`src/rtl/systolic_drain.sv`:
```
// Double-banked output serializer: parallel-loads a result matrix from the PE
// array and streams it out row-major, one word per cycle, on valid/yumi.
module systolic_drain #(
  parameter int width_p        = 8,
  parameter int array_width_p  = 2,
  parameter int array_height_p = 2
) (
  input  logic                                              clk_i,
  input  logic                                              reset_i,
  input  logic                                              en_i,
  input  logic                                              flush_i,
  input  logic                                              load_i,
  input  logic [array_width_p*array_height_p*width_p-1:0]   z_i,
  output logic                                              ready_o,
  output logic                                              valid_o,
  output logic [width_p-1:0]                                data_o,
  output logic                                              last_o,
  input  logic                                              yumi_i,
  output logic                                              dropped_o
);

  // state    | meaning
  // st_empty | no bank holds an undrained matrix
  // st_one   | one bank draining (or waiting), the other free
  // st_full  | both banks hold matrices, loads are refused
  typedef enum logic [1:0] {st_empty = 2'd0, st_one = 2'd1, st_full = 2'd2} state_e;

  localparam int n_lp     = array_width_p * array_height_p;
  localparam int idx_w_lp = (n_lp > 1) ? $clog2(n_lp) : 1;
  localparam logic [idx_w_lp-1:0] idx_last_lp = idx_w_lp'(n_lp - 1);

  logic [width_p-1:0]  bank_r [2][n_lp];
  state_e              state_r, state_n;
  logic                wr_bank_r, wr_bank_n;
  logic                rd_bank_r, rd_bank_n;
  logic [idx_w_lp-1:0] idx_r, idx_n;
  logic                dropped_r, dropped_n;
  logic                load_acc, pop, final_pop, clear;

  assign clear     = reset_i | flush_i;
  assign ready_o   = en_i & (state_r != st_full);
  assign valid_o   = en_i & (state_r != st_empty);
  assign data_o    = bank_r[rd_bank_r][idx_r];
  assign last_o    = valid_o & (idx_r == idx_last_lp);
  assign dropped_o = dropped_r;

  assign load_acc  = load_i & ready_o;
  assign pop       = yumi_i & valid_o;
  assign final_pop = pop & (idx_r == idx_last_lp);

  always_comb begin
    state_n   = state_r;
    wr_bank_n = wr_bank_r ^ load_acc;
    rd_bank_n = rd_bank_r ^ final_pop;
    idx_n     = idx_r;
    dropped_n = dropped_r | (en_i & load_i & ~ready_o);

    if (pop) begin
      idx_n = final_pop ? '0 : idx_r + 1'b1;
    end

    // A load landing on the final pop keeps the occupancy unchanged.
    case ({load_acc, final_pop})
      2'b10: begin
        case (state_r)
          st_empty: state_n = st_one;
          st_one:   state_n = st_full;
          default:  state_n = st_full;
        endcase
      end
      2'b01: begin
        case (state_r)
          st_full: state_n = st_one;
          st_one:  state_n = st_empty;
          default: state_n = st_empty;
        endcase
      end
      default: state_n = state_r;
    endcase
  end

  always_ff @(posedge clk_i) begin
    if (clear) begin
      state_r   <= st_empty;
      wr_bank_r <= 1'b0;
      rd_bank_r <= 1'b0;
      idx_r     <= '0;
      dropped_r <= 1'b0;
    end else if (en_i) begin
      state_r   <= state_n;
      wr_bank_r <= wr_bank_n;
      rd_bank_r <= rd_bank_n;
      idx_r     <= idx_n;
      dropped_r <= dropped_n;
    end
  end

  // Bank storage is deliberately left out of reset; only the pointers matter.
  always_ff @(posedge clk_i) begin
    if (!clear && load_acc) begin
      for (int i = 0; i < n_lp; i++) begin
        bank_r[wr_bank_r][i] <= z_i[i*width_p +: width_p];
      end
    end
  end

endmodule

```
`config.mk`:
```
export PLATFORM = sky130hd
export DESIGN_NAME = systolic_drain
export DESIGN_NICKNAME = d
export VERILOG_FILES = /design/src/rtl/systolic_drain.sv
export SDC_FILE = /design/constraint.sdc
export NUM_CORES = 1
export LEC_CHECK = 0
export CAP_MARGIN = 30
export CELL_PAD_IN_SITES_DETAIL_PLACEMENT = 0
export CELL_PAD_IN_SITES_GLOBAL_PLACEMENT = 1
export CORE_ASPECT_RATIO = 1.2
export CORE_MARGIN = 3
export CORE_UTILIZATION = 25
export DETAILED_ROUTE_END_ITERATION = 16
export PLACE_DENSITY = 0.52
export SLEW_MARGIN = 20
export SYNTH_ARGS = -nofsm -noshare
export SYNTH_HDL_FRONTEND = slang
export SYNTH_SLANG_ARGS = --single-unit
```
`constraint.sdc`:
```
create_clock -name clk_i -period 9.2 [get_ports clk_i]
set_clock_uncertainty 0.1 [all_clocks]
set_input_delay 1.84 -clock clk_i [delete_from_list [all_inputs] [get_ports clk_i]]
set_output_delay 1.84 -clock clk_i [all_outputs]
set_load 0.005 [all_outputs]
```
==> results.toml <==
[status]
outcome = "finished clean"

[setup_path]
critPathArrivalTime_ns = 3.26
critPathMaxFanout = 8
setup.worst_path.class = "in -> out"
crit_path_end_kind = "output pin"
start_kind = "input port"
required_ns = 7.26

[finish]
stdcell_area_mm2 = 0.003811
most-common-layout-cells = "edfxtp_1 (64), clkdlybuf4s50_1 (49), mux4_1 (15), clkbuf_16 (9)"
nNetsFinal = 235
final_common_cell = "edfxtp_1"
area_delta_synth_final_pct = 33.54
fill_cells = 1077
fin_util = 0.3437
drive_gt1_frac = 0.1508
antenna_cells = 0

[logic_synthesis]
yosys_warnings = 0
synth_edf_count = 64
syn-cell-area_mm2 = 0.002854
ys_seq_area_frac = 0.7295
synth_flop_cell = "edfxtp_1"
async_flop_share = 0
syn_area_per_cell_um2 = 20.68
ys_ff_latch = 72
ys_types = 29
synth_fp_nets = 178
syn-instance-count = 138

[clocking]
h-tree-depth = 3
cts_sinks = 72
post_cts_resized = 0
clock_path_buffers = 2
worstSkewPairLatency_ns = 0.32
clk_pin_slew_ns = 0.05
numCtsBuffers = 9
cts_tree = "done"
root_buffer = "clkbuf_16"
post-cts-setup-buffers = 0
cts_hold_buf = 0

[detailed_routing]
drt_iter0_markers = 45
wl_per_cell_um = 14.56
drc = 0
routed_wl_um = 5141
routed-via-count = 1430
viasPerCell = 4.051
antenna_left = 0
dr.pass1.iters = 4

[timing]
fin_crit_sh = 0.5655
slew-limit-headroom = 0.4025
finalSetupViolCount = 0
rsz0062_at_grt = "no"
fin_hold_ws_ns = 0.3698
slew_violations = 0
fmax_mhz = 192.2
hold_violations = 0
post-route-min-period_ns = 5.203
finalSetupTns_ns = 0
tightestPinTransition_ns = 0.8951
layout_setup_ws_ns = 3.997

[pwr]
power_density_mw_per_mm2 = 187.7
ir_drop_mv = 0.07982
p_leak_nw = 1.229

[floorplanning]
die_area_mm2 = 0.01274
die_w_um = 103.5
io_pins = 50
initial_core_util = 0.2574
core_mm2 = 0.01109
fp.dieH_um = 123.0
rows = 42

[job]
cap_violations = 0

[global_routing]
grt_pass1_vias = 1580
grt.overflow.total = 0
grt.total_usage = 0.08662
grt_max_degree = 33
grt_pass1_wl_um = 8190
grt_antenna_before_repair = 0

[placed_design]
place.gp.congestion = 0.6996
post-place-ws_ns = 3.997
portBuffers = 49
place_area_mm2 = 0.003526
dp_hpwl_um = 3321

[min_path]
min_path_type = "reg -> reg"
## power by group
| group | switching [mW] | total, mW | internal, mW |
|---|---|---|---|
| Combinational | 0.00900 | 0.0275 | 0.0185 |
| Clock | 0.120 | 0.327 | 0.207 |
| Sequential | 0.000934 | 0.360 | 0.359 |
| Total | 0.130 | 0.715 | 0.585 |
## synth_stat cells, types with 2 or more instances
cell,n,area [um^2]
or2_2,2,12.51
edfxtp_1,64,1922
or3_1,3,18.77
mux4_1,15,394.1
mux2_2,8,90.09
inv_1,2,7.510
a21oi_1,5,25.02
ha_1,2,25.02
nor3_1,2,10.01
nor2b_1,3,18.77
nand2_1,4,15.01
nor2_1,2,7.510
clkbuf_1,2,7.510
xor2_1,2,17.52
dfxtp_1,8,160.2
## path summary, 6_finish.rpt
path                            cells past startpoint    endpoint  slack, ns       from
worst max-delay path                                4      last_o       4.00       en_i
worst min-delay path                                2   dropped_o       0.37  dropped_o
worst max register to register                      7  state_r[0]       6.70   idx_r[0]
worst min register to register                      2   dropped_o       0.37  dropped_o
## metal layers
metal | GRT usage | part of all wire
met4 | 0.03741 | 0.010
met1 | 0.1044 | 0.46
met3 | 0.03290 | 0.051
met2 | 0.1403 | 0.48
met5 | 0 | 0
## logic make-up after synthesis
family / after synthesis / synth area share
DFF: 72 / 0.7295
AOI/OAI and AO/OA: 11 / 0.02368
adders and majority gates: 2 / 0.008767
buffers and inverters: 8 / 0.01929
muxes: 24 / 0.1776
xor gates and xnor gates: 2 / 0.006139
and+or+nand+nor: 19 / 0.03507
## stage by stage
step	std cells	total power, mW
floorplan	138	0.3730
global placement	337	0.3947
detailed placement	338	0.3951
CTS	353	0.7272
global route	353	0.7431
finish	353	0.7153
## sequential cells by signal, indices dropped and copies added (netlist names), named ones only
| register | cells |
|---|---|
| bank_r | 64 |
| wr_bank_r | 1 |
| idx_r | 2 |
| dropped_o | 1 |
| rd_bank_r | 1 |
| state_r | 2 |
## critical path, cell delays in order
cell	delay (ns)
clkdlybuf4s50_1	0.61
o21a_1	0.20
and2_1	0.13
clkdlybuf4s50_1	0.49
## area by class of cell
cell class	count	area [um^2]	area share
sequential	72	2082	0.5463
multi-input combinational	58	726.9	0.1907
timing repair buffer	52	516.7	0.1356
clock buffer	9	225.2	0.05909
tap	154	192.7	0.05056
clock inverter	6	60.06	0.01576
inverter	2	7.507	0.001970
(Power assumes the default switching activity.)
